## src/rtl/wavegen_pkg.sv

```systemverilog
// Shared definitions for the wavetable sequencing path: command opcodes,
// sequencer states and the bit positions of the command byte fields.
package wavegen_pkg;

    typedef enum logic [3:0] {
        OP_SET   = 4'h0,
        OP_START = 4'h1,
        OP_STOP  = 4'h2
    } cmd_op_t;

    typedef enum logic [1:0] {
        ST_IDLE  = 2'd0,
        ST_FLUSH = 2'd1,
        ST_RUN   = 2'd2
    } seq_state_t;

    localparam int CMD_SEL_MSB = 7;
    localparam int CMD_SEL_LSB = 4;
    localparam int CMD_OP_MSB  = 3;
    localparam int CMD_OP_LSB  = 0;
    localparam int SEL_W       = 4;

    // Only SET, START and STOP are meaningful; anything else flags bad_cmd.
    function automatic logic op_is_known(input logic [3:0] op);
        return (op == OP_SET) || (op == OP_START) || (op == OP_STOP);
    endfunction

endpackage

```

## src/rtl/rate_divider.sv

```systemverilog
// Sample-rate divider: a down-counter that reloads to (selector+1)*BASE_DIV-1
// each time it reaches zero. The tick is raised while enabled and the count
// is zero, so the first enabled cycle after a clear always ticks.
module rate_divider
    import wavegen_pkg::*;
#(
    parameter int BASE_DIV = 16
) (
    input  logic             clk,
    input  logic             rst,
    input  logic             clear,
    input  logic             enable,
    input  logic [SEL_W-1:0] selector,
    output logic             tick
);

    localparam int CNT_W = $clog2(16 * BASE_DIV);

    logic [CNT_W-1:0] cnt;
    logic [CNT_W-1:0] load_val;

    assign load_val = CNT_W'((32'(selector) + 32'd1) * 32'(BASE_DIV) - 32'd1);
    assign tick     = enable && (cnt == '0);

    // Count down while enabled, reloading the period on terminal count.
    always_ff @(posedge clk or posedge rst) begin
        if (rst) begin
            cnt <= '0;
        end else if (clear) begin
            cnt <= '0;
        end else if (enable) begin
            if (cnt == '0) begin
                cnt <= load_val;
            end else begin
                cnt <= cnt - 1'b1;
            end
        end
    end

endmodule

```

## src/rtl/wave_sequencer.sv

```systemverilog
// Wavetable sequencer: decodes command bytes, owns the wave selector, the
// table reset pulse, the sample tick (clock enable) and the read address.
//
//   state    | meaning
//   ---------+------------------------------------------------------------
//   ST_IDLE  | quiet: no ticks, address held at 0, waiting for SET/START
//   ST_FLUSH | mem_rst high for RST_CYCLES, commands parked in pending reg
//   ST_RUN   | divider running, one mem_en per period, address advancing
module wave_sequencer #(
    parameter int ADDR_W     = 8,
    parameter int DEPTH      = 256,
    parameter int BASE_DIV   = 16,
    parameter int RST_CYCLES = 2
) (
    input  logic              clk,
    input  logic              rst,
    input  logic [7:0]        cmd,
    input  logic              cmd_valid,
    output logic [3:0]        selector,
    output logic              mem_rst,
    output logic [ADDR_W-1:0] mem_addr,
    output logic              mem_en,
    output logic              sample_valid,
    output logic              running,
    output logic              bad_cmd
);

    import wavegen_pkg::*;

    localparam int                FL_W      = (RST_CYCLES > 1) ? $clog2(RST_CYCLES) : 1;
    localparam logic [FL_W-1:0]   FL_INIT   = FL_W'(RST_CYCLES - 1);
    localparam logic [ADDR_W-1:0] ADDR_LAST = ADDR_W'(DEPTH - 1);

    seq_state_t       state;
    logic [FL_W-1:0]  fl_cnt;
    logic             pend_valid;
    logic [3:0]       pend_op;
    logic [3:0]       pend_sel;

    logic [3:0]       cmd_sel;
    logic [3:0]       cmd_opc;
    logic             cmd_known;
    logic             eff_valid;
    logic [3:0]       eff_op;
    logic [3:0]       eff_sel;
    logic             div_tick;

    assign cmd_sel   = cmd[CMD_SEL_MSB:CMD_SEL_LSB];
    assign cmd_opc   = cmd[CMD_OP_MSB:CMD_OP_LSB];
    assign cmd_known = op_is_known(cmd_opc);

    // At the end of a flush a command arriving that very cycle beats the parked one.
    always_comb begin
        eff_valid = pend_valid;
        eff_op    = pend_op;
        eff_sel   = pend_sel;
        if (cmd_valid && cmd_known) begin
            eff_valid = 1'b1;
            eff_op    = cmd_opc;
            eff_sel   = cmd_sel;
        end
    end

    rate_divider #(
        .BASE_DIV (BASE_DIV)
    ) u_rate_divider (
        .clk      (clk),
        .rst      (rst),
        .clear    (state != ST_RUN),
        .enable   (state == ST_RUN),
        .selector (selector),
        .tick     (div_tick)
    );

    // The tick is decoded from registered state and count only, so no input path reaches it.
    assign mem_en = div_tick;

    // Sequencer FSM with registered selector, flush pulse, run flag and address.
    always_ff @(posedge clk or posedge rst) begin
        if (rst) begin
            state      <= ST_IDLE;
            selector   <= '0;
            mem_rst    <= 1'b0;
            mem_addr   <= '0;
            running    <= 1'b0;
            bad_cmd    <= 1'b0;
            fl_cnt     <= '0;
            pend_valid <= 1'b0;
            pend_op    <= '0;
            pend_sel   <= '0;
        end else begin
            if (cmd_valid && !cmd_known) begin
                bad_cmd <= 1'b1;
            end
            case (state)
                ST_IDLE: begin
                    mem_addr <= '0;
                    if (cmd_valid && (cmd_opc == OP_SET || cmd_opc == OP_START)) begin
                        if (cmd_opc == OP_SET) begin
                            selector <= cmd_sel;
                        end
                        state   <= ST_FLUSH;
                        mem_rst <= 1'b1;
                        fl_cnt  <= FL_INIT;
                    end
                end
                ST_FLUSH: begin
                    mem_addr <= '0;
                    if (fl_cnt != '0) begin
                        fl_cnt <= fl_cnt - 1'b1;
                        if (cmd_valid && cmd_known) begin
                            pend_valid <= 1'b1;
                            pend_op    <= cmd_opc;
                            pend_sel   <= cmd_sel;
                        end
                    end else begin
                        pend_valid <= 1'b0;
                        if (eff_valid && eff_op == OP_SET) begin
                            selector <= eff_sel;
                            fl_cnt   <= FL_INIT;
                        end else if (eff_valid && eff_op == OP_STOP) begin
                            state   <= ST_IDLE;
                            mem_rst <= 1'b0;
                        end else begin
                            state   <= ST_RUN;
                            mem_rst <= 1'b0;
                            running <= 1'b1;
                        end
                    end
                end
                ST_RUN: begin
                    if (cmd_valid && cmd_opc == OP_SET) begin
                        selector <= cmd_sel;
                        state    <= ST_FLUSH;
                        mem_rst  <= 1'b1;
                        running  <= 1'b0;
                        fl_cnt   <= FL_INIT;
                        mem_addr <= '0;
                    end else if (cmd_valid && cmd_opc == OP_STOP) begin
                        state    <= ST_IDLE;
                        running  <= 1'b0;
                        mem_addr <= '0;
                    end else if (div_tick) begin
                        mem_addr <= (mem_addr == ADDR_LAST) ? '0 : mem_addr + 1'b1;
                    end
                end
                default: begin
                    state   <= ST_IDLE;
                    mem_rst <= 1'b0;
                    running <= 1'b0;
                end
            endcase
        end
    end

    // Memory read data lands one cycle after the enable.
    always_ff @(posedge clk or posedge rst) begin
        if (rst) begin
            sample_valid <= 1'b0;
        end else begin
            sample_valid <= mem_en;
        end
    end

endmodule

```

## config.mk

```make
export PLATFORM = sky130hd
export DESIGN_NAME = wave_sequencer
export DESIGN_NICKNAME = d
export VERILOG_FILES = /design/src/rtl/wavegen_pkg.sv /design/src/rtl/rate_divider.sv /design/src/rtl/wave_sequencer.sv
export SDC_FILE = /design/constraint.sdc
export NUM_CORES = 1
export LEC_CHECK = 0
export BUFFER_PORTS_ARGS = -buffer_cell sky130_fd_sc_hd__buf_2
export CORE_AREA = 2 2 51 101
export DETAILED_ROUTE_END_ITERATION = 7
export DIE_AREA = 0 0 53 103
export GPL_TIMING_DRIVEN = 1
export PLACE_DENSITY = 0.7
export SETUP_SLACK_MARGIN = 0.15
export SYNTH_ARGS = -nofsm -noshare
export SYNTH_HDL_FRONTEND = slang
export SYNTH_HIERARCHICAL = 1
export SYNTH_SLANG_ARGS = --single-unit
```

## constraint.sdc

```tcl
create_clock -name clk -period 2.2 [get_ports clk]
set_input_delay 0.11 -clock clk [delete_from_list [all_inputs] [get_ports clk]]
set_output_delay 0.11 -clock clk [all_outputs]
set_load 0.1 [all_outputs]
```

* After elaboration in Yosys (flattened, before gate mapping)
Cells that the tools add are included.
** Storage, ports and cells
- Bits in registers :: 36
- Output and inout bits :: 17
** Cells by class
- $add $sub $neg :: 5
- Eq/ne operators :: 16
- Mux-type cells :: 39
- Bitwise logic cells :: 1
- Reduce and logical (&&, ||, !) cells :: 26
** Operators by type and width (number)
- 8-bit two-way mux :: 7
- 4-bit two-way mux :: 7
- 2-bit != test (second input constant) :: 8
- 8-bit case mux with 2 select lines :: 1
- 8-bit by 1-bit subtractor with 8-bit output (second input constant) :: 2
- 1-bit two-way mux :: 13
- 2-bit two-way mux :: 6
- 4-bit case mux with 3 select lines :: 1
- 1-bit case mux with 3 select lines :: 3
- 8-bit by 1-bit adder with 8-bit output (second input constant) :: 1
- 4-bit by 2-bit == test with 1-bit output (second input constant) :: 2
- 8-bit == test (second input constant) :: 1
- 1-bit logical AND :: 8
- 4-bit zero test :: 2
- 8-bit zero test :: 1
- 4-bit AND reduction :: 2
- 2-bit case mux with 3 select lines :: 1
- 6-bit AND reduction :: 1
- 5-bit AND reduction :: 1
- 4-bit by 1-bit adder with 4-bit output (second input constant) :: 1
- 4-bit by 1-bit == test with 1-bit output (second input constant) :: 1
- 4-bit != test (second input constant) :: 1
- 2-bit AND reduction :: 2
- 2-bit nonzero test :: 2
- other kinds (11) :: 12

* Longest topological paths before layout
- Word-level depth :: 11
- Depth in mapped cells :: 8
- Mapped depth without buffers :: 8

* Cells and area by module
Netlist, hierarchy kept.
** By module, submodules not included
- wave_sequencer :: times used 1, cells an instance 134, area each 1388.8 um2, seq. area each 700.7 um2
- rate_divider :: times used 1, cells an instance 77, area each 651.9 um2, seq. area each 200.2 um2

* Worst setup path before layout
Ideal clock, no wire load.
- Kind :: register to register
- From :: register u_rate_divider.cnt[0]
- To :: register mem_addr[2]
- Library setup time :: 0.069 ns
- Arrival time :: 3.530 ns
- Path slack :: -1.399 ns
- Stages on the path, launching flop included :: 9
- Clock period less this slack :: 3.599 ns
- Cells stage by stage :: dfrtp_1 inv_1 ha_1 nor3b_2 nand2_1 nor2_1 o21ai_4 or4b_1 nand2_1
** On the way
- Word-level cells in the longest chain between the ends :: 4
** RTL lines
- start, declared :: RTL line rate_divider.sv:19 : logic [CNT_W-1:0] cnt;
- start signal, assigned :: RTL line rate_divider.sv:33 : cnt <= load_val;
- start signal, assigned :: RTL line rate_divider.sv:35 : cnt <= cnt - 1'b1;
- 8-bit zero test :: RTL line rate_divider.sv:23 : assign tick = enable && (cnt == '0);
- 1-bit logical AND :: RTL line rate_divider.sv:23
- named net mem_en :: RTL line wave_sequencer.sv:22 : output logic mem_en,
- 4-bit != test (no line)
- 2-bit AND reduction (no line)
- end signal, assigned :: RTL line wave_sequencer.sv:144 : mem_addr <= (mem_addr == ADDR_LAST) ? '0 : mem_addr + 1'b1;
- end, declared :: RTL line wave_sequencer.sv:21 : output logic [ADDR_W-1:0] mem_addr,
The timed path passes the listed nets, and every way through them passes these cells.
A chain may end at the register's enable or synchronous reset.

* Worst setup path in the final report
- From :: register u_rate_divider.cnt[0]
- To :: output mem_en
** On the way
- Word-level cells in the longest chain between the ends :: 2
** RTL lines (RTL line)
- 8-bit zero test :: rate_divider.sv:23
- 1-bit logical AND :: rate_divider.sv:23
- end, declared :: wave_sequencer.sv:22
No other way between the ends.

==> results.ini <==
[status]
status = completed

[placed_design]
dpl-instance-area_mm2 = 0.00232
port_buffers = 27
dp_hpwl_mm = 3.31
placed_cells = 299
place.gp.congestion = 0.835

[yosys]
yosys_most_used_dff = dfrtp_1
ys_types = 53
yosysWarnings = 6
synth_cells = 211
synth-seq-cells = 36
synth_edf_count = 0
synth_area_per_cell_um2 = 9.67
synth_nets = 226
async_flop_share_pct = 100
syn_area_mm2 = 0.00204
seq_area_frac_synth_pct = 44.1

[setup_path]
cpMaxStageDelayCell = dfrtp_2
cp_data_required_time_ns = 2.09
cp-end-kind = output pin
cpPeakStageDelay_ns = 0.44
path_class = flop to output pin
arrival_ns = 1.81
cp-start-kind = flop
worstPathCellList = inv_1, ha_1, nor3b_4, nand2_2, nor2_4, buf_6, buf_12
crit_fanout = 8

[power]
vdd_drop_max_v = 0.00117
power_frac_clock_pct = 15.5
sw_frac_of_total_pct = 49.0
switching_power_w = 0.00155
pwr-share-comb_pct = 53.3
power_density_mw_per_mm2 = 1300
pwr-share-seq_pct = 31.2
leakagePower_nw = 1.13
p_int_w = 0.00162

[layout]
final_util_pct = 51.4
fin_area_mm2 = 0.00243
final_cell_mix = dfrtp_1 (33), buf_2 (26), nand2_1 (19)
drive_gt1_share_pct = 27.5
stdcell_count = 308
layout_commonest_cell = dfrtp_1
fin_nets = 265
syn_to_final_growth_pct = 19.1
antennaDiodeCount = 0
nFillCells = 426

[timing]
fmax_mhz = 519
drv_slew = 0
skew_ns = 0.00467
finalCritPeriodShare_pct = 87.5
timing.hold.ws_ns = 0.0683
slew-limit-headroom_pct = 61.1
finalCriticalPeriod_ns = 1.92
rsz0062_at_grt = no
setup_viol = 0
report.final.hold_viol_count = 0
worst_slew_pin_slew_ns = 0.580

[clock_network]
path_clk_slew_ns = 0.07
clock_latency_ns = 0.29
clockBufferDepth = 2
cts_sinks = 36
cts.htree.levels = 2
cts_tree = yes
cts_root_buf = clkbuf_8
cts_inserted_buffers = 5

[global_route]
grt_pass1_wl_mm = 7.57
grt_max_degree = 29
grt_pass1_vias = 1655
track_usage_pct = 18.3
antenna_found_initial = 0
grt_remaining_overflow = 0

[floorplanning]
dieHeight_um = 103
dieArea_mm2 = 0.00546
initial_core_util_pct = 43.1
ios = 28
rows = 36
core-area_mm2 = 0.00473
die_x_um = 53

[flow_run]
maxCapViolCount = 0

[drt]
first_pass_iters = 4
vias_per_cell = 5.66
drc_errors = 0
drt_iter0_markers = 24
wl_met3_um = 161
dr.max_layer_used = met4
wl_met1_mm = 2.03
ant_nets = 0
vias = 1742
routed_wl_mm = 4.49
routed-wl-met2_mm = 2.22
wl_per_cell_um = 14.6

[hold_path]
hp-class = input pin to flop

==> state kept, by name, indices dropped and copies added, names as in the netlist <==
name                cells
pend_valid              1
pend_op                 4
u_rate_divider/cnt      8
fl_cnt                  1
running                 1
selector                4
pend_sel                4
mem_rst                 1
mem_addr                8
state                   2
bad_cmd                 1
sample_valid            1
==> kinds of logic (layout without fill, tap and decap cells) <==
| logic type | after synthesis | in the layout | synth area share, % |
|---|---|---|---|
| fa+ha+maj | 4 | 4 | 2.45 |
| flops | 36 | 36 | 44.1 |
| compound gates | 57 | 57 | 18.9 |
| mux | 13 | 13 | 7.11 |
| xor+xnor | 3 | 3 | 1.29 |
| buf+inv | 19 | 59 | 3.49 |
| simple gates | 79 | 79 | 22.6 |
==> layout make-up <==
class	count	area (µm²)	area share (%)
well taps	57	71.3	2.94
inverters	16	60.1	2.47
multi-input cells	156	1080	44.6
flip-flops and latches	36	905	37.2
repair buffers	35	216	8.91
clock inverters	2	10.0	0.412
clock buffers	6	82.6	3.40
==> power groups by stage <==
stage | clock network, W | logic (W) | registers (W)
5_1_grt | 0.000529 | 0.00182 | 0.00102
3_3_place_gp | 0 | 0.00163 | 0.000989
2_1_floorplan | 0 | 0.000901 | 0.00136
6_report | 0.000492 | 0.00169 | 0.000988
3_5_place_dp | 0 | 0.00168 | 0.000997
4_1_cts | 0.000502 | 0.00168 | 0.000986
==> worst max-delay path: cells and delay by family, from the launching register on <==
kind | cells | cell delay (ns)
buffers and inverters | 3 | 0.43
DFF | 1 | 0.44
and+or+nand+nor | 3 | 0.49
adders and majority gates | 1 | 0.17
==> repair_timing <==
action / 4_1_cts / 5_1_grt
endpoints found under the setup margin: 0 / 3
setup buffers: 0 / 0
gates resized for setup: 0 / 2
hold endpoints to repair: 36 / 0
hold buffers: 1 / 0
==> per-stage QoR <==
stage	setup TNS [ns]	setup WS, ns	power, W
floorplan	-0.423	-0.234	0.00227
global placement	0	0.358	0.00262
detailed placement	0	0.298	0.00267
CTS	0	0.193	0.00317
global route	0	0.150	0.00336
finish	0	0.275	0.00317
==> layer usage <==
| layer | global-route usage, % | vias up |
|---|---|---|
| met5 | 0 | - |
| met4 | 7.69 | 0 |
| met3 | 3.48 | 8 |
| met2 | 29.4 | 41 |
| met1 | 23.6 | 839 |
| li1 | - | 854 |
==> final timing paths <==
path | cells past startpoint | endpoint | start | slack [ns]
min | 2 | pend_sel[0]$_DFFE_PP0P_ | cmd[4] | 0.07
max in group asynchronous | 4 | selector[0]$_DFFE_PP0P_ | rst | 1.47
min reg2reg | 1 | bad_cmd$_DFFE_PP0P_ | bad_cmd$_DFFE_PP0P_ | 0.47
max | 7 | mem_en | u_rate_divider/cnt[0]$_DFFE_PP0P_ | 0.28
max reg2reg | 8 | mem_addr[2]$_DFFE_PP0P_ | u_rate_divider/cnt[0]$_DFFE_PP0P_ | 0.31
min in group asynchronous | 3 | u_rate_divider/cnt[2]$_DFFE_PP0P_ | rst | 0.32
==> cells in the mapped netlist, types with 2 or more instances <==
cell type | count | area [µm²]
dfrtp_1 | 36 | 901
nand2_1 | 20 | 75.1
a21oi_1 | 16 | 80.1
inv_1 | 16 | 60.1
nor2_1 | 14 | 52.6
mux2_2 | 12 | 135
nand3_1 | 10 | 50.1
o21ai_0 | 8 | 40.0
and2_1 | 5 | 31.3
nand4_1 | 5 | 31.3
a31oi_1 | 4 | 25.0
ha_1 | 4 | 50.1
o21ai_1 | 4 | 20.0
o21bai_1 | 4 | 30.0
a211oi_1 | 3 | 22.5
and3_1 | 3 | 18.8
nor3_1 | 3 | 15.0
clkbuf_1 | 2 | 7.51
nand2b_1 | 2 | 12.5
nor2b_1 | 2 | 12.5
nor3b_1 | 2 | 15.0
o2111ai_1 | 2 | 17.5
o32ai_1 | 2 | 17.5
or4b_1 | 2 | 20.0
xor2_1 | 2 | 17.5
No activity file was read; power rests on OpenSTA's default activity.
